$ cat src/rtl/cmd_extractor.sv
// UART 8N1 transmitter plus a receiver feeding a small command parser
// (GET/DEL: opcode,key; SET: opcode,key,value[23:0] MSB first).
module cmd_extractor #(
    parameter logic [7:0] OP_GET = 8'd1,
    parameter logic [7:0] OP_DEL = 8'd2,
    parameter logic [7:0] OP_SET = 8'd3
) (
    input  logic        clock,
    input  logic        reset_n,
    input  logic        ticker,
    input  logic [7:0]  tx_data,
    input  logic        tx_load_n,
    output logic        tx_serial,
    output logic        tx_busy,
    input  logic        rx_serial,
    output logic        cmd_valid,
    output logic [7:0]  cmd_op,
    output logic [7:0]  cmd_key,
    output logic [23:0] cmd_value,
    output logic        cmd_err
);
    localparam logic [1:0] TX_IDLE = 2'd0, TX_START = 2'd1, TX_DATA = 2'd2, TX_STOP = 2'd3;
    localparam logic [1:0] RX_IDLE = 2'd0, RX_DATA = 2'd1, RX_STOP = 2'd2;
    localparam logic [2:0] PS_OPC = 3'd0, PS_KEY = 3'd1, PS_V2 = 3'd2, PS_V1 = 3'd3, PS_V0 = 3'd4;

    logic [1:0] r_tick_s, r_load_s, r_rx_s, r_arm;
    logic       r_tick_d, r_load_d;
    logic       w_tick_rise, w_tick_fall, w_load_fall, w_rx;

    // r_load_d only records synchronized highs once the reset value has
    // flushed out of the chain, so a tx_load_n held low across reset
    // never looks like a fresh falling edge.
    always_ff @(posedge clock or negedge reset_n) begin
        if (!reset_n) begin
            r_tick_s <= 2'b00;
            r_load_s <= 2'b11;
            r_rx_s   <= 2'b11;
            r_arm    <= 2'b00;
            r_tick_d <= 1'b0;
            r_load_d <= 1'b0;
        end else begin
            r_tick_s <= {r_tick_s[0], ticker};
            r_load_s <= {r_load_s[0], tx_load_n};
            r_rx_s   <= {r_rx_s[0], rx_serial};
            r_arm    <= {r_arm[0], 1'b1};
            r_tick_d <= r_tick_s[1];
            r_load_d <= r_load_s[1] & r_arm[1];
        end
    end

    assign w_tick_rise = r_tick_s[1] & ~r_tick_d;
    assign w_tick_fall = ~r_tick_s[1] & r_tick_d;
    assign w_load_fall = r_load_d & ~r_load_s[1];
    assign w_rx        = r_rx_s[1];

    logic [1:0] r_tx_st;
    logic [7:0] r_tx_sh;
    logic [3:0] r_tx_cnt;
    logic       r_tx_ser, r_tx_busy;

    always_ff @(posedge clock or negedge reset_n) begin
        if (!reset_n) begin
            r_tx_st   <= TX_IDLE;
            r_tx_sh   <= 8'd0;
            r_tx_cnt  <= 4'd0;
            r_tx_ser  <= 1'b1;
            r_tx_busy <= 1'b0;
        end else begin
            case (r_tx_st)
                TX_IDLE: if (w_load_fall) begin
                    r_tx_sh   <= tx_data;
                    r_tx_cnt  <= 4'd0;
                    r_tx_busy <= 1'b1;
                    r_tx_st   <= TX_START;
                end
                TX_START: if (w_tick_rise) begin
                    r_tx_ser <= 1'b0;
                    r_tx_st  <= TX_DATA;
                end
                TX_DATA: if (w_tick_rise) begin
                    if (r_tx_cnt == 4'd8) begin
                        r_tx_ser <= 1'b1;
                        r_tx_st  <= TX_STOP;
                    end else begin
                        r_tx_ser <= r_tx_sh[r_tx_cnt[2:0]];
                        r_tx_cnt <= r_tx_cnt + 4'd1;
                    end
                end
                default: if (w_tick_rise) begin
                    r_tx_busy <= 1'b0;
                    r_tx_st   <= TX_IDLE;
                end
            endcase
        end
    end

    assign tx_serial = r_tx_ser;
    assign tx_busy   = r_tx_busy;

    logic [1:0] r_rx_st;
    logic [7:0] r_rx_sh;
    logic [2:0] r_rx_cnt;
    logic       r_byte_vld, r_frm_err;

    always_ff @(posedge clock or negedge reset_n) begin
        if (!reset_n) begin
            r_rx_st    <= RX_IDLE;
            r_rx_sh    <= 8'd0;
            r_rx_cnt   <= 3'd0;
            r_byte_vld <= 1'b0;
            r_frm_err  <= 1'b0;
        end else begin
            r_byte_vld <= 1'b0;
            r_frm_err  <= 1'b0;
            if (w_tick_fall) begin
                case (r_rx_st)
                    RX_IDLE: if (!w_rx) begin
                        r_rx_cnt <= 3'd0;
                        r_rx_st  <= RX_DATA;
                    end
                    RX_DATA: begin
                        r_rx_sh  <= {w_rx, r_rx_sh[7:1]};
                        r_rx_cnt <= r_rx_cnt + 3'd1;
                        if (r_rx_cnt == 3'd7) r_rx_st <= RX_STOP;
                    end
                    default: begin
                        r_byte_vld <= w_rx;
                        r_frm_err  <= ~w_rx;
                        r_rx_st    <= RX_IDLE;
                    end
                endcase
            end
        end
    end

    logic [2:0]  r_ps;
    logic [7:0]  r_p_op, r_p_key, r_cmd_op, r_cmd_key;
    logic [23:0] r_p_val, r_cmd_value;
    logic        r_cmd_valid, r_cmd_err;

    always_ff @(posedge clock or negedge reset_n) begin
        if (!reset_n) begin
            r_ps        <= PS_OPC;
            r_p_op      <= 8'd0;
            r_p_key     <= 8'd0;
            r_p_val     <= 24'd0;
            r_cmd_op    <= 8'd0;
            r_cmd_key   <= 8'd0;
            r_cmd_value <= 24'd0;
            r_cmd_valid <= 1'b0;
            r_cmd_err   <= 1'b0;
        end else begin
            r_cmd_valid <= 1'b0;
            r_cmd_err   <= 1'b0;
            if (r_frm_err) begin
                r_cmd_err <= 1'b1;
                r_ps      <= PS_OPC;
            end else if (r_byte_vld) begin
                case (r_ps)
                    PS_OPC: begin
                        if (r_rx_sh == OP_GET || r_rx_sh == OP_DEL || r_rx_sh == OP_SET) begin
                            r_p_op <= r_rx_sh;
                            r_ps   <= PS_KEY;
                        end else begin
                            r_cmd_err <= 1'b1;
                        end
                    end
                    PS_KEY: begin
                        r_p_key <= r_rx_sh;
                        if (r_p_op == OP_SET) begin
                            r_ps <= PS_V2;
                        end else begin
                            r_cmd_valid <= 1'b1;
                            r_cmd_op    <= r_p_op;
                            r_cmd_key   <= r_rx_sh;
                            r_cmd_value <= 24'd0;
                            r_ps        <= PS_OPC;
                        end
                    end
                    PS_V2: begin
                        r_p_val[23:16] <= r_rx_sh;
                        r_ps           <= PS_V1;
                    end
                    PS_V1: begin
                        r_p_val[15:8] <= r_rx_sh;
                        r_ps          <= PS_V0;
                    end
                    PS_V0: begin
                        r_cmd_valid <= 1'b1;
                        r_cmd_op    <= r_p_op;
                        r_cmd_key   <= r_p_key;
                        r_cmd_value <= {r_p_val[23:8], r_rx_sh};
                        r_ps        <= PS_OPC;
                    end
                    default: r_ps <= PS_OPC;
                endcase
            end
        end
    end

    assign cmd_valid = r_cmd_valid;
    assign cmd_err   = r_cmd_err;
    assign cmd_op    = r_cmd_op;
    assign cmd_key   = r_cmd_key;
    assign cmd_value = r_cmd_value;
endmodule

$ cat config.mk
export PLATFORM = sky130hd
export DESIGN_NAME = cmd_extractor
export DESIGN_NICKNAME = d
export VERILOG_FILES = /design/src/rtl/cmd_extractor.sv
export SDC_FILE = /design/constraint.sdc
export NUM_CORES = 1
export LEC_CHECK = 0
export CORE_AREA = 2 2 90 109
export CTS_BUF_LIST = sky130_fd_sc_hd__clkbuf_16
export DETAILED_ROUTE_END_ITERATION = 7
export DIE_AREA = 0 0 92 111
export PLACE_DENSITY = 0.84
export SLEW_MARGIN = 40
export SYNTH_ARGS = -nofsm -noshare
export SYNTH_HDL_FRONTEND = slang
export SYNTH_SLANG_ARGS = --single-unit
$ cat constraint.sdc
create_clock -name clock -period 1.9 [get_ports clock]
set_input_delay 0.57 -clock clock [delete_from_list [all_inputs] [get_ports clock]]
set_output_delay 0.57 -clock clock [all_outputs]
set_load 0.02 [all_outputs]
* Word level (Yosys, flattened, before mapping)
Index checks and enable logic that the tools add are counted.
** Operators by class
- $lt $le $gt $ge :: 1
- Reduce and logical (&&, ||, !) cells :: 27
- Equality and inequality tests :: 22
- Mux-type cells :: 46
- $add $sub $neg :: 2
- Bitwise gates (word level) :: 10
** Operators with widths (number)
- $pmux W24 S2 :: 1
- $pmux W8 S2 :: 2
- $eq A8 B2 Y1 const B :: 3
- $mux W24 :: 1
- $reduce_and A3 Y1 :: 7
- $mux W1 :: 16
- $mux W2 :: 8
- $mux W8 :: 2
- $ne A2 B2 Y1 const B :: 8
- $mux W3 :: 4
- $mux W4 :: 3
- $pmux W3 S4 :: 1
- $reduce_and A4 Y1 :: 3
- $reduce_bool A2 Y1 :: 6
- $eq A8 B1 Y1 const B :: 1
- $pmux W4 S2 :: 1
- $eq A3 B2 Y1 const B :: 2
- $eq A3 B3 Y1 const B :: 2
- $not A1 Y1 :: 6
- $pmux W1 S2 :: 3
- $pmux W2 S3 :: 1
- $pmux W3 S2 :: 1
- $reduce_and A2 Y1 :: 3
- $reduce_and A5 Y1 :: 1
- 15 further kinds :: 22
** Word-level totals
- Output and inout port bits :: 44
- Bits of input ports :: 13
- Logic and storage cells :: 134
- Register bits after elaboration :: 118

* Longest topological paths before layout
Gate-level depths: netlist of run 1.
- Depth in word-level cells :: 7
- Mapped depth :: 7
- Mapped depth without buffers :: 6

* Worst setup path before layout of run 1
No wires, ideal clock.
- Path type :: register -> register
- Start point :: register r_ps[0]
- End point :: register r_cmd_key[1] (netlist: cmd_key[1])
- Setup slack :: 121 ps
- Required time :: 1775 ps
- Path buffers :: 2
- Clock period less this slack :: 1779 ps
- Arrival time :: 1654 ps
- Library setup time :: 125 ps
- Stages on the path, launching flop included :: 7
- Cells stage by stage :: dfrtp_1 > nor2_1 > and2_1 > buf_6 > a32oi_4 > buf_8 > mux2_4
** On the way
- Longest elaborated chain between the ends :: 3
- Elaborated cells on any way between the ends :: 6
- Classes of those cells :: eq/ne (3); mux (1); reduce/logical (2)
** RTL lines
- start, declared :: RTL line 136 : logic [2:0] r_ps;
- start signal, assigned :: RTL line 143 : r_ps <= PS_OPC;
- start signal, assigned :: RTL line 157 : r_ps <= PS_OPC;
- start signal, assigned :: RTL line 163 : r_ps <= PS_KEY;
- $eq A3 B1 Y1 / $eq A3 B3 Y1 (equally long branches) :: RTL line 159 : case (r_ps)
- $ne A2 B2 Y1 (no source line) / $reduce_bool A2 Y1 (equally long branches)
- $reduce_and A4 Y1 (no source line)
- end signal, assigned :: RTL line 175 : r_cmd_key <= r_rx_sh;
- end signal, assigned :: RTL line 191 : r_cmd_key <= r_p_key;
- end, declared :: RTL line 137 : logic [7:0] r_p_op, r_p_key, r_cmd_op, r_cmd_key;
Parallel ways exist; a longest one is shown, timed or not.
A chain may end at the register's enable or synchronous reset.

* Worst setup path in the final report of run 1
- Start point :: register r_p_op[6]
- End point :: register r_cmd_op[2] (netlist: cmd_op[2])
** On the way
- Longest elaborated chain between the ends :: 3
** RTL lines
- start, declared :: RTL line 137
- start signal, assigned :: RTL line 162 : r_p_op <= r_rx_sh;
- $eq A8 B2 Y1 :: RTL line 170 : if (r_p_op == OP_SET) begin
- $ne A2 B2 Y1 (no source line)
- $reduce_and A4 Y1 (no source line)
- end signal, assigned :: RTL line 174 : r_cmd_op <= r_p_op;
- end signal, assigned :: RTL line 190 : r_cmd_op <= r_p_op;
- end, declared :: RTL line 137
Every way passes these cells.

==> impl_summary.txt, run 1 <==
----------------------------------------------------
[Placement]
  Weighted congestion at the end of routability-driven global placement ... 0.797
  Count of buffers from port buffering ... 56
  Placed Cells ... 565
  Post-detail-place hpwl ... 6.49 mm
  Placed Area ... 0.00590 mm^2
  Setup slack at placement ... -13.6 ps

[Finish]
  Ratio of cells with drive above 1 in the final layout ... 0.302
  Layout net count ... 491
  Post-layout instance count excluding filler cells ... 607
  Post-route cell area ... 0.00660 mm^2
  Area growth, synth to finish ... 30.9%
  Antenna diode instance count ... 0
  Most frequent cells in the layout ... 113 x dfrtp_1, 50 x mux2_2, 44 x dlygate4sd2_1
  Filler cell count ... 619
  Utilization of the core after routing ... 0.711
  Leading cell type in the layout, fill and taps excluded ... dfrtp_1

[Clock network]
  H-tree depth ... 4
  Clock tree from TritonCTS ... built
  Clock Tree Root ... clkbuf_16
  Clock latency on the worst-skew pair ... 410 ps
  Number of sinks handled by clock tree synthesis ... 118
  Clock slew at reported path FFs ... 50 ps
  Number of buffers created by CTS ... 17
  Buffer depth of the longest clock path ... 2
  Hold buffers post-CTS ... 0

[Synthesis]
  Post-synthesis sequential area ratio ... 0.587
  Yosys top cell by area ... dfrtp_1
  Distinct cells, synth ... 52
  Synthesized area ... 0.00504 mm^2
  Average instance area after synthesis ... 13.5 um^2
  Gate count after technology mapping ... 373
  Number of flops mapped to enable cells by yosys ... 0
  Total number of yosys warnings ... 0
  Leading post-synthesis cells by cell area ... dfrtp_1 56%, mux2_2 11%, mux2i_1 5.2%
  Proportion of netlist area held by the largest area contributor ... 0.561
  Synthesis-stage register bit count ... 118
  Share of synthesized registers carrying an async set or reset ... 1.00
  Syn nets ... 393
  Most used flip-flop cell after synthesis ... dfrtp_1

[Worst setup path]
  Setup Crit Path Kind ... reg2reg
  Data arrival time of the critical path ... 2230 ps
  Critical-path maximum fanout ... 7
  Required time at the worst-slack endpoint ... 2190 ps
  Crit end category ... register
  Startpoint Class ... register

[Routing]
  Number of nets with antenna violations after detailed routing ... 0
  Initial DRT Pass Iterations ... 4
  Post-detailed-route wirelength per cell ... 18.1 um
  Number of DRC violations after detailed routing ... 0
  Number of design-rule violations left by the first detailed-router iteration ... 201
  Total vias in the final route ... 3289
  Routed via count divided by cell count ... 5.42
  Final routed wirelength across all metal layers ... 11.0 mm

[GRT]
  Final global-route overflow total ... 0
  GRT Overall Usage ... 0.218
  Largest net degree at the start of global routing ... 50
  Number of global-route vias before repair ... 3484
  Global-route wire length before repair ... 17.1 mm
  Antenna violations before repair ... 0

[Worst hold path]
  Class of the most critical hold timing path ... in2async

[STA]
  Hold WS ... 68.5 ps
  Clock Skew ... 7.78 ps
  Max Slew Vio Count ... 0
  Final WS setup ... -37.2 ps
  Final TNS setup ... -410 ps
  Post-route minimum period ... 1940 ps
  Worst-case headroom to the max-slew limit ... 0.664
  Transition at the pin with the smallest max-transition slack ... 503 ps
  Peak clock frequency supported by timing ... 516 MHz
  Count of final setup violators ... 16
  Total count of hold-check failures in the final report ... 0
  Unrepaired setup endpoints after global routing ... yes
  Period utilisation layout ... 1.02

[Power and ir drop]
  P per Cell Area ... 1130 mW/mm^2
  Total power ... 7.47 mW
  Fraction of power consumed by sequential logic ... 0.404
  Fraction of power consumed by the clock network ... 0.413
  Power share of the combinational group ... 0.183
  Switching pwr ... 1.99 mW
  Max VDD drop ... 0.692 mV
  Internal Power ... 5.48 mW
  Reported leakage power ... 3.49 nW
  Net switching share of the total power ... 0.267

[Run status]
  Failing checks ... setup timing
  Status ... finished, violations left

[Floorplan]
  Die Footprint ... 0.0102 mm^2
  Num ports ... 57
  Die outline width ... 92 um
  Total core area ... 0.00927 mm^2
  Die height ... 111 um
  Row count ... 39
  Initial cell density of the core ... 0.543

[Job]
  Number of maximum-capacitance constraint violations ... 0

----------------------------------------------------
critical path, cell delays in order (launching register included):
cell and delay [ps]:
dfrtp_1 390, nor4_2 270, nand4_1 200, a32oi_4 400, clkbuf_16 250, mux2_4 300
worst paths after layout:
path | end | start | cells after the start | slack (ps)
max | cmd_op[2]$_DFFE_PN0P_ | r_p_op[6]$_DFFE_PN0P_ | 5 | -40
min | cmd_value[18]$_DFFE_PN0P_ | reset_n | 1 | 70
max reg2reg | cmd_op[2]$_DFFE_PN0P_ | r_p_op[6]$_DFFE_PN0P_ | 5 | -40
min reg2reg | r_tick_s[1]$_DFF_PN0_ | r_tick_s[0]$_DFF_PN0_ | 0 | 350
max in group asynchronous | r_rx_s[1]$_DFF_PN1_ | reset_n | 2 | 1220
min in group clock | r_tick_s[1]$_DFF_PN0_ | r_tick_s[0]$_DFF_PN0_ | 0 | 350
sequential cells by signal (all words and copies together) (netlist names), 4 cells and up:
register and cells:
r_p_val 16, cmd_key 8, cmd_value 24, cmd_op 8, r_tx_cnt 4, r_p_op 8
r_p_key 8, r_rx_sh 8, r_tx_sh 8
metal layers:
| layer | wire, um | global-route usage | up-vias | share of wire |
|---|---|---|---|---|
| li1 | - | - | 1485 | - |
| met5 | 0 | 0 | - | 0 |
| met2 | 5750 | 0.363 | 78 | 0.52 |
| met4 | 307 | 0.102 | 0 | 0.028 |
| met1 | 4590 | 0.262 | 1701 | 0.42 |
| met3 | 314 | 0.0585 | 25 | 0.029 |
power groups by stage:
stage,clock (mW),combinational [mW],sequential [mW]
floorplan,0,0.735,3.07
global placement,0,1.25,3.01
detailed placement,0,1.32,3.05
CTS,3.12,1.34,3.01
global route,3.25,1.49,3.04
finish,3.08,1.37,3.02
cell type report:
class / instances / area [um^2] / area share
clock buffer: 17 / 425 / 0.0645
clock inverter: 15 / 146 / 0.0222
inverter: 32 / 120 / 0.0182
multi-input combinational: 209 / 1890 / 0.287
sequential: 118 / 2960 / 0.449
tap: 123 / 154 / 0.0233
timing repair buffer: 93 / 900 / 0.136
Yosys cell counts, types with 2 or more instances:
master and number:
a21o_1 2, a21oi_1 5, a221oi_1 2, a22o_1 4
and2_1 2, and3_1 3, buf_2 3, buf_6 3
buf_8 2, clkbuf_1 6, dfrtp_1 113, dfstp_2 5
ha_1 7, inv_1 32, mux2_1 2, mux2_2 51
mux2_4 15, mux2i_1 26, nand2_1 27, nand2b_1 5
nand3_1 3, nor2_1 11, nor2b_1 8, nor3_1 2
nor3b_1 2, nor4_1 2, o21ai_0 4, o31ai_1 2
cells by family after synthesis:
| logic type | after synthesis | share of synthesized area |
|---|---|---|
| compound gates | 31 | 0.0497 |
| other cells | 1 | 0.000744 |
| fa+ha+maj | 7 | 0.0174 |
| mux | 95 | 0.219 |
| flops | 118 | 0.587 |
| buf+inv | 46 | 0.0440 |
| simple gates | 75 | 0.0817 |
repair_timing:
item / in CTS / in global routing
resized for setup: 44 / 16
endpoints found under the setup margin: 48 / 40
pin swaps: 0 / 5
gates cloned: 0 / 3
buffers inserted: 0 / 7
Note: power is estimated with default switching activity, not from simulation.
==> run 2, diff against run 1 <==
--- a/config.mk
+++ b/config.mk
@@ -10,6 +10,8 @@
 export DETAILED_ROUTE_END_ITERATION = 7
 export DIE_AREA = 0 0 92 111
 export PLACE_DENSITY = 0.84
+export REMOVE_ABC_BUFFERS = 1
+export SKIP_CTS_REPAIR_TIMING = 1
 export SLEW_MARGIN = 40
 export SYNTH_ARGS = -nofsm -noshare
 export SYNTH_HDL_FRONTEND = slang
==> run 2 against run 1 <==
- the flow still finishes with violations (setup timing)
- cell count shrank 0.33%
- sequential power barely moved
- first-iteration DRC count shrank 27%
- highest routed layer unchanged
- clock-buffer cell count stayed put
- register-to-register slack worse by 60 ps
- critical path type unchanged
- critical path depth is 1 higher
==> impl_summary.txt, run 2 (synthesis results as in run 1) <==
----------------------------------------------------
[Worst setup path]
  Critical-path maximum fanout ... 12 (was 7)
  End of the worst register-to-register path ... cmd_value[18]$_DFFE_PN0P_ (was cmd_op[2]$_DFFE_PN0P_)
  R2R Path Start ... r_p_op[5]$_DFFE_PN0P_ (was r_p_op[6]$_DFFE_PN0P_)
  Register-to-Register Setup Slack ... -100 ps (was -40 ps)
  Depth of the critical timing path with buffers and inverters included ... 6 (was 5)
  Critical Path, Cell by Cell ... nor4_2 -> nand4_1 -> a32oi_4 -> buf_4 -> clkbuf_16 -> mux2i_1 (was nor4_2 -> nand4_1 -> a32oi_4 -> clkbuf_16 -> mux2_4)
  Buffers and inverters on the worst path ... 2 (was 1)
  Required time at the worst-slack endpoint ... 2210 ps (was 2190 ps)
  Setup Crit Path Kind ... reg2reg (unchanged)
  Top delay family on crit path ... simple AND/OR/NAND/NOR gates (unchanged)
  Endpoint of the worst setup timing path ... cmd_value[18]$_DFFE_PN0P_ (was cmd_op[2]$_DFFE_PN0P_)
  Stage delay of the slowest cell on the critical path ... 420 ps (was 400 ps)
  Crit end category ... register (unchanged)
  Startpoint Class ... register (unchanged)
  Worst R2R Path Depth ... 6 (was 5)
  Startpoint of the worst setup timing path ... r_p_op[5]$_DFFE_PN0P_ (was r_p_op[6]$_DFFE_PN0P_)
  Critical Path Slowest Stage Cell ... dfrtp_1 (was a32oi_4)
  Data arrival time of the critical path ... 2320 ps (was 2230 ps)

[STA]
  Peak clock frequency supported by timing ... 499 MHz (was 516 MHz)
  Unrepaired setup endpoints after global routing ... yes (unchanged)
  Total count of hold-check failures in the final report ... 0 (unchanged)
  Max Slew Vio Count ... 0 (unchanged)
  Clock Skew ... 6.09 ps (was 7.78 ps)
  Post-route minimum period ... 2000 ps (was 1940 ps)
  Final TNS setup ... -1450 ps (was -410 ps)
  Count of final setup violators ... 32 (was 16)
  Final WS setup ... -102 ps (was -37.2 ps)
  Hold WS ... 91.9 ps (was 68.5 ps)
  Period utilisation layout ... 1.05 (was 1.02)

[Placement]
  Post-detail-place hpwl ... 6.47 mm (was 6.49 mm)
  Weighted congestion at the end of routability-driven global placement ... 0.827 (was 0.797)
  Count of buffers from port buffering ... 56 (unchanged)
  Setup slack at placement ... -31.3 ps (was -13.6 ps)

[Finish]
  Antenna diode instance count ... 0 (unchanged)
  Flip-flop count of the largest register, all copies and words added ... 24 (unchanged)
  Area growth, synth to finish ... 32.9% (was 30.9%)
  Ratio of cells with drive above 1 in the final layout ... 0.295 (was 0.302)
  Most frequent cells in the layout ... 113 x dfrtp_1, 50 x mux2_2, 44 x dlymetal6s2s_1 (was 113 x dfrtp_1, 50 x mux2_2, 44 x dlygate4sd2_1)
  Utilization of the core after routing ... 0.722 (was 0.711)
  Layout net count ... 489 (was 491)
  Filler cell count ... 582 (was 619)
  Leading cell type in the layout, fill and taps excluded ... dfrtp_1 (unchanged)

[Run status]
  Failing checks ... setup timing (unchanged)
  Status ... finished, violations left (unchanged)

[Power and ir drop]
  Fraction of power consumed by sequential logic ... 0.408 (was 0.404)
  Fraction of power consumed by the clock network ... 0.416 (was 0.413)
  Reported leakage power ... 4.07 nW (was 3.49 nW)
  Net switching share of the total power ... 0.258 (was 0.267)
  P per Cell Area ... 1100 mW/mm^2 (was 1130 mW/mm^2)
  Power share of the combinational group ... 0.176 (was 0.183)
  Max VDD drop ... 0.793 mV (was 0.692 mV)
  Switching pwr ... 1.90 mW (was 1.99 mW)
  Internal Power ... 5.48 mW (about the same)

[Clock network]
  Clock latency on the worst-skew pair ... 410 ps (about the same)
  Number of buffers created by CTS ... 17 (unchanged)
  H-tree depth ... 4 (unchanged)
  Clock slew at reported path FFs ... 50 ps (about the same)
  Clock Tree Root ... clkbuf_16 (unchanged)
  Clock tree from TritonCTS ... built (unchanged)
  Buffer depth of the longest clock path ... 2 (unchanged)
  Number of sinks handled by clock tree synthesis ... 118 (unchanged)

[Floorplan]
  Die Footprint ... 0.0102 mm^2 (unchanged)
  Die height ... 111 um (unchanged)
  Die outline width ... 92 um (unchanged)
  Total core area ... 0.00927 mm^2 (unchanged)
  Row count ... 39 (unchanged)
  Num ports ... 57 (unchanged)
  Initial cell density of the core ... 0.543 (unchanged)

[GRT]
  Largest net degree at the start of global routing ... 45 (was 50)
  Final global-route overflow total ... 0 (unchanged)
  Global-route wire length before repair ... 16.2 mm (was 17.1 mm)
  Number of global-route vias before repair ... 3398 (was 3484)
  GRT Overall Usage ... 0.203 (was 0.218)
  Antenna violations before repair ... 0 (unchanged)

[Routing]
  Initial DRT Pass Iterations ... 5 (was 4)
  Number of DRC violations after detailed routing ... 0 (unchanged)
  Routed via count divided by cell count ... 5.29 (was 5.42)
  Post-detailed-route wirelength per cell ... 16.5 um (was 18.1 um)
  Number of nets with antenna violations after detailed routing ... 0 (unchanged)
  Number of design-rule violations left by the first detailed-router iteration ... 146 (was 201)
  Total vias in the final route ... 3201 (was 3289)
  Final routed wirelength across all metal layers ... 9.95 mm (was 11.0 mm)

[Worst hold path]
  Class of the most critical hold timing path ... in2async (unchanged)

[Job]
  Number of maximum-capacitance constraint violations ... 0 (unchanged)

----------------------------------------------------
[run 2: power by group through the flow]
stage	combinational, mW	sequential (mW)	clock, mW
5_1_grt	1.43	3.04	3.23
3_5_place_dp	1.27	3.04	0
3_3_place_gp	1.22	3.01	0
6_report	1.30	3.01	3.07
4_1_cts	1.28	3.00	3.12
2_1_floorplan	0.717	3.08	0
[run 2: cell type report]
class / instances / area [um^2] / share of cell area
multi-input cells: 209 / 1880 / 0.281
well taps: 123 / 154 / 0.0230
clock buffers: 17 / 425 / 0.0636
flip-flops and latches: 118 / 2960 / 0.442
repair buffers: 91 / 1010 / 0.151
inverters: 32 / 120 / 0.0179
clock inverters: 15 / 145 / 0.0217
[run 2: routing by layer]
metal	global-route usage	part of all wire
met2	0.339	0.51
met1	0.243	0.41
met4	0.0985	0.029
met3	0.0530	0.043
met5	0	0
[run 2: how the worst min path moves through the flow]
stage / startpoint / to / slack (ps)
6_report: reset_n / r_arm[0]$_DFF_PN0_ / 90
5_1_grt: reset_n / cmd_op[3]$_DFFE_PN0P_ / 110
4_1_cts: reset_n / tx_busy$_DFFE_PN0P_ / 80
3_5_place_dp: r_arm[0]$_DFF_PN0_ / r_arm[1]$_DFF_PN0_ / 340
3_3_place_gp: r_arm[0]$_DFF_PN0_ / r_arm[1]$_DFF_PN0_ / 340
2_1_floorplan: reset_n / cmd_err$_DFF_PN0_ / 270
[run 2: stage by stage]
step,total power [mW],instance area (um^2),instances
2_1_floorplan,3.79,4940,359
3_3_place_gp,4.22,5920,567
3_5_place_dp,4.31,5920,567
4_1_cts,7.40,6490,599
5_1_grt,7.71,6690,605
6_report,7.39,6690,605
[run 2: worst register-to-register path: cells and delay by family, from the launching register on]
| kind | cells | cell delay, ps |
|---|---|---|
| flops | 1 | 420 |
| mux | 1 | 220 |
| compound gates | 1 | 320 |
| buf+inv | 2 | 370 |
| simple gates | 2 | 580 |
==> run 3, diff against run 2 <==
--- a/config.mk
+++ b/config.mk
@@ -5,6 +5,7 @@
 export SDC_FILE = /design/constraint.sdc
 export NUM_CORES = 1
 export LEC_CHECK = 0
+export CAP_MARGIN = 20
 export CORE_AREA = 2 2 90 109
 export CTS_BUF_LIST = sky130_fd_sc_hd__clkbuf_16
 export DETAILED_ROUTE_END_ITERATION = 7
==> results of run 3 <==
Final layout, timing and power as in run 2 (identical DEF).
==> variant 1: new RTL, settings of run 2 <==
Make the reset (`reset_n`) synchronous in 4 clocked blocks.
--- a/src/rtl/cmd_extractor.sv
+++ b/src/rtl/cmd_extractor.sv
@@ -30,7 +30,7 @@
     // r_load_d only records synchronized highs once the reset value has
     // flushed out of the chain, so a tx_load_n held low across reset
     // never looks like a fresh falling edge.
-    always_ff @(posedge clock or negedge reset_n) begin
+    always_ff @(posedge clock) begin
         if (!reset_n) begin
             r_tick_s <= 2'b00;
             r_load_s <= 2'b11;
@@ -58,7 +58,7 @@
     logic [3:0] r_tx_cnt;
     logic       r_tx_ser, r_tx_busy;
 
-    always_ff @(posedge clock or negedge reset_n) begin
+    always_ff @(posedge clock) begin
         if (!reset_n) begin
             r_tx_st   <= TX_IDLE;
             r_tx_sh   <= 8'd0;
@@ -102,7 +102,7 @@
     logic [2:0] r_rx_cnt;
     logic       r_byte_vld, r_frm_err;
 
-    always_ff @(posedge clock or negedge reset_n) begin
+    always_ff @(posedge clock) begin
         if (!reset_n) begin
             r_rx_st    <= RX_IDLE;
             r_rx_sh    <= 8'd0;
@@ -138,7 +138,7 @@
     logic [23:0] r_p_val, r_cmd_value;
     logic        r_cmd_valid, r_cmd_err;
 
-    always_ff @(posedge clock or negedge reset_n) begin
+    always_ff @(posedge clock) begin
         if (!reset_n) begin
             r_ps        <= PS_OPC;
             r_p_op      <= 8'd0;
Formal check against the unedited RTL: differs if reset_n is asserted again (counterexample within 10 cycles, from zero or initial values and one cycle with reset_n low); with reset_n held inactive, the same outputs for 10 cycles.
==> variant 1 against run 2 <==
Area after synthesis down 6.7%; critical path depth fell by 2; sequential cell count unchanged; final cell count grew 18%; non-clock buffer count fell by 8; worst setup slack improved by 0.13 ns; routed wire length grew 14%; final area is 7.7% lower; die area unchanged; clock skew barely moved; synthesized cell count increased by 39%; largest cell class unchanged.
Power is not compared: it rests on default switching activity, and its combinational part moved more than twofold at a synthesized area within 25%.
==> variant 1: results (changes against run 2) <==
setup_path:
  critPathKind: "reg -> reg"
  worst-endpoint-arrival_ns: 2.16  # -0.16 ns
  slowest_stage: "or4_4"
  path_max_fanout: 17  # +5
  max_stage_delay_ns: 0.59  # +0.17 ns
  regToRegSetupSlack_ns: 0.03  # +0.13 ns
  rr_worst_depth: 4  # -2
  r2r_end: "cmd_value[21]"
  r2r_start: "r_p_op[3]"
  end_kind: "register"
synth:
  async_flop_share: 0  # -1.00
  ys_seq_area_frac: 0.502  # -0.0849
  syn_inst: 519  # +39%
  yosys_most_used_dff: "dfxtp_1"
  synth_common_cells: "118 x dfxtp_1, 54 x nand2_1, 52 x nor2_1"
  yosysUniqueCellTypes: 45  # -13%
  synth_area_leaders: "dfxtp_1 50%, mux2i_1 9.4%, nand2_1 4.3%"
run_status:
  status: "complete, no violations"
route:
  vias: 3980  # +24%
  dr.first_iter.drc_count: 262  # +79%
  wire_per_inst_um: 15.9  # -3.5%
  dr.pass1.iters: 7  # +2
  wl_um: 11300  # +14%
grt:
  grt_pass1_wl_um: 17800  # +10%
  grt_pass1_vias: 3836  # +13%
place:
  place_congestion: 0.822  # -0.68%
  dp_cells: 679  # +20%
  postPlaceCellArea_um2: 5440  # -8.1%
  preCtsSetupSlack_ns: -0.116  # -0.0846 ns
clock_tree:
  h-tree-depth: 4  # unchanged
sta:
  max_freq_ghz: 0.534  # +6.9%
final_layout:
  layout.nets: 597  # +22%
  fillers: 705  # +21%
  drive_gt1_frac: 0.110  # -0.184
  synthToLayoutAreaGrowth_pct: 31.4
min_path:
  min-delay-path-class: "reg -> reg"
[variant 1: cell types whose count changed in the layout (fill, tap and decap cells not counted), moves of 14 or more]
cell	run 2	this run
dfxtp_1	0	118
dfrtp_1	113	0
mux2_2	50	0
nor2_1	11	51
a21oi_1	5	33
nand2_1	27	54
inv_1	34	8
nand4_1	1	26
o21ai_1	0	24
mux2i_1	26	44
mux2_4	16	0
o21ai_0	4	18
[variant 1: logic make-up after synthesis]
group	after synthesis	synth area share
simple gates	186	0.195
flops	118	0.502
compound gates	107	0.132
buf+inv	55	0.0522
mux	45	0.0985
fa+ha+maj	7	0.0186
xor+xnor	1	0.00186
[variant 1: cell type report]
| class | count | area share |
|---|---|---|
| flip-flops and latches | 118 | 0.382 |
| well taps | 123 | 0.0249 |
| clock buffers | 17 | 0.0689 |
| inverters | 9 | 0.00547 |
| repair buffers | 83 | 0.145 |
| multi-input cells | 348 | 0.347 |
| clock inverters | 15 | 0.0263 |
[variant 1: worst min-delay path by stage]
| stage | cells after the start | slack (ns) | to |
|---|---|---|---|
| global route | 1 | 0.44 | r_rx_s[1] |
| floorplan | 1 | 0.39 | r_load_s[1] |
| CTS | 1 | 0.41 | r_load_s[1] |
| finish | 1 | 0.41 | r_load_s[1] |
| global placement | 1 | 0.39 | r_load_s[1] |
| detailed placement | 1 | 0.40 | r_rx_s[1] |
[variant 1: report_power, final]
| part | leakage [nW] | switching, mW | internal [mW] |
|---|---|---|---|
| logic | 1.86 | 0.172 | 0.122 |
| clock network | 0.285 | 1.15 | 2.04 |
| registers | 0.952 | 0.0156 | 2.50 |
[variant 1: routing by layer]
layer,vias to the layer above,track usage,part of all wire
li1,1937,-,-
met1,1876,0.254,0.42
met2,147,0.370,0.51
met3,20,0.0632,0.055
met4,0,0.0925,0.020
met5,-,0,0
==> variant 2: new RTL, settings of run 2 <==
Without the edit above. Put one more register stage on the output `cmd_value`, with the module's reset. The value now appears one clock later. The other outputs are not delayed to match.
--- a/src/rtl/cmd_extractor.sv
+++ b/src/rtl/cmd_extractor.sv
@@ -202,6 +202,12 @@
     assign cmd_err   = r_cmd_err;
     assign cmd_op    = r_cmd_op;
     assign cmd_key   = r_cmd_key;
-    assign cmd_value = r_cmd_value;
+    always_ff @(posedge clock or negedge reset_n) begin
+        if (!reset_n) begin
+            cmd_value <= '0;
+        end else begin
+            cmd_value <= r_cmd_value;
+        end
+    end
 endmodule
 
Behaviour: same outputs for any inputs over 10 cycles, from zero or initial values and one cycle with reset_n low; that may be too few to reach the edited logic, so the function may still have changed.
==> variant 2 against run 2 <==
The run still ends with setup timing left; count of clock-buffer cells in the layout unchanged; worst setup slack improved by 0.0067 ns; fmax increased by 0.34%; area after synthesis increased by 11%; routed wire length increased by 27%; final area increased by 11%; critical path depth decreased by 2; non-clock buffer count increased by 9; total power increased by 14%; sequential cell count increased by 24; largest cell class unchanged; largest power group unchanged.
==> variant 2: results (changes against run 2) <==
run_status:
  violations: "setup timing"
  status: "complete, but fails checks"
clock_tree:
  worstSkewPairLatency_ns: 0.42
  h-tree-depth: 4  # unchanged
  clock-root-buffer: "clkbuf_16"
  numCtsBuffers: 17  # unchanged
synth:
  synth_common_cells: "137 x dfrtp_1, 57 x nand2_1, 44 x mux2_2"
  synth_area_leaders: "dfrtp_1 61%, mux2_2 8.8%, mux2i_1 4.8%"
  ys_seq_area_frac: 0.635  # +0.0482
  async_flop_share: 1.00  # unchanged
  yosysUniqueCellTypes: 48  # -7.7%
  yosys_most_used_dff: "dfrtp_1"
sta:
  skew_ns: 0.00696  # +0.000869 ns
  setup_violations: 12  # -63%
  slew_headroom: 0.655
  setup_slack_ns: -0.0955  # +0.00671 ns
setup_path:
  worst-endpoint-arrival_ns: 2.30  # -0.02 ns
  crit_path_start: "r_rx_sh[2]"
  r2r_start: "r_rx_sh[2]"
  cp-endpoint: "r_p_op[0]"
  rr_worst_depth: 4  # -2
  path_max_fanout: 3  # -9
route:
  wire_per_inst_um: 19.1  # +16%
  dr.first_iter.drc_count: 305  # +110%
  routed_via_density: 5.53  # +4.6%
  dr.pass1.iters: 4  # -1
place:
  place_congestion: 0.774  # -6.5%
  preCtsSetupSlack_ns: 0.0413  # +0.0726 ns
  io_buffers: 56  # unchanged
  dp_hpwl_um: 6950  # +7.5%
grt:
  grt_pass1_wl_um: 18300  # +13%
  grtUsageTotal: 0.233  # +0.0302
  grt_pass1_vias: 3699  # +8.9%
  antenna_found_initial: 0  # unchanged
  grt_overflow_total: 0  # unchanged
  grt_max_degree: 48  # +6.7%
power:
  clk-power_mw: 3.53  # +15%
  p_per_area_nw_per_um2: 1140  # +3.0%
  swShare: 0.265  # +0.00723
  combPwrFrac: 0.168  # -0.008
  p_leak_nw: 4.43  # +8.8%
  ir_drop_uv: 904  # +14%
final_layout:
  n_antenna_cell: 0  # unchanged
  layout.nets: 545  # +11%
  fillers: 473  # -19%
  drive_gt1_frac: 0.266  # -0.0288
min_path:
  min-delay-path-class: "in -> async"
[variant 2: through the flow]
step | util | setup TNS [ns] | hold WS (ns) | instance area [um2] | instances
6_report | 0.802 | -0.407 | 0.0893 | 7440 | 661
5_1_grt | 0.802 | -2.35 | 0.115 | 7440 | 661
4_1_cts | 0.771 | -1.79 | 0.0947 | 7150 | 651
3_5_place_dp | 0.703 | 0 | 0.340 | 6520 | 619
3_3_place_gp | 0.703 | 0 | 0.334 | 6520 | 619
2_1_floorplan | - | -24.07 | 0.274 | 5510 | 406
[variant 2: cell families after synthesis]
logic type,synth area share
AND/OR/NAND/NOR,0.0929
adder cells (fa/ha/maj),0.0156
multiplexers,0.171
buffers and inverters,0.0391
flip-flops,0.635
AO/OA/AOI/OAI,0.0453
other,0.000669
[variant 2: routing by layer]
layer	up-vias	wire [um]	GRT usage
met2	129	6700	0.386
met4	0	318	0.0876
li1	1635	-	-
met3	34	658	0.0639
met1	1860	4950	0.293
met5	-	0	0
[variant 2: cell type report]
cell class	count	area (um2)	share of cell area
Timing Repair Buffer	100	1100	0.147
Inverter	33	124	0.0167
Tap cell	123	154	0.0207
Clock buffer	17	425	0.0572
Sequential cell	142	3560	0.479
Multi-Input combinational cell	231	1870	0.251
Clock inverter	15	210	0.0283
[variant 2: worst min path at each step]
stage,startpoint,end,cells after the start
finish,reset_n,r_tx_sh[4],1
global route,reset_n,r_cmd_value[16],1
CTS,reset_n,r_tx_sh[4],1
detailed placement,r_tick_s[0],r_tick_s[1],0
global placement,r_arm[0],r_arm[1],0
floorplan,reset_n,cmd_err,0
[variant 2: critical path, cell delays in order (launching register included)]
cell and delay (ns):
dfrtp_1 0.39, nor4_1 0.48, o211ai_1 0.27, nor4b_4 0.34
mux2_2 0.39
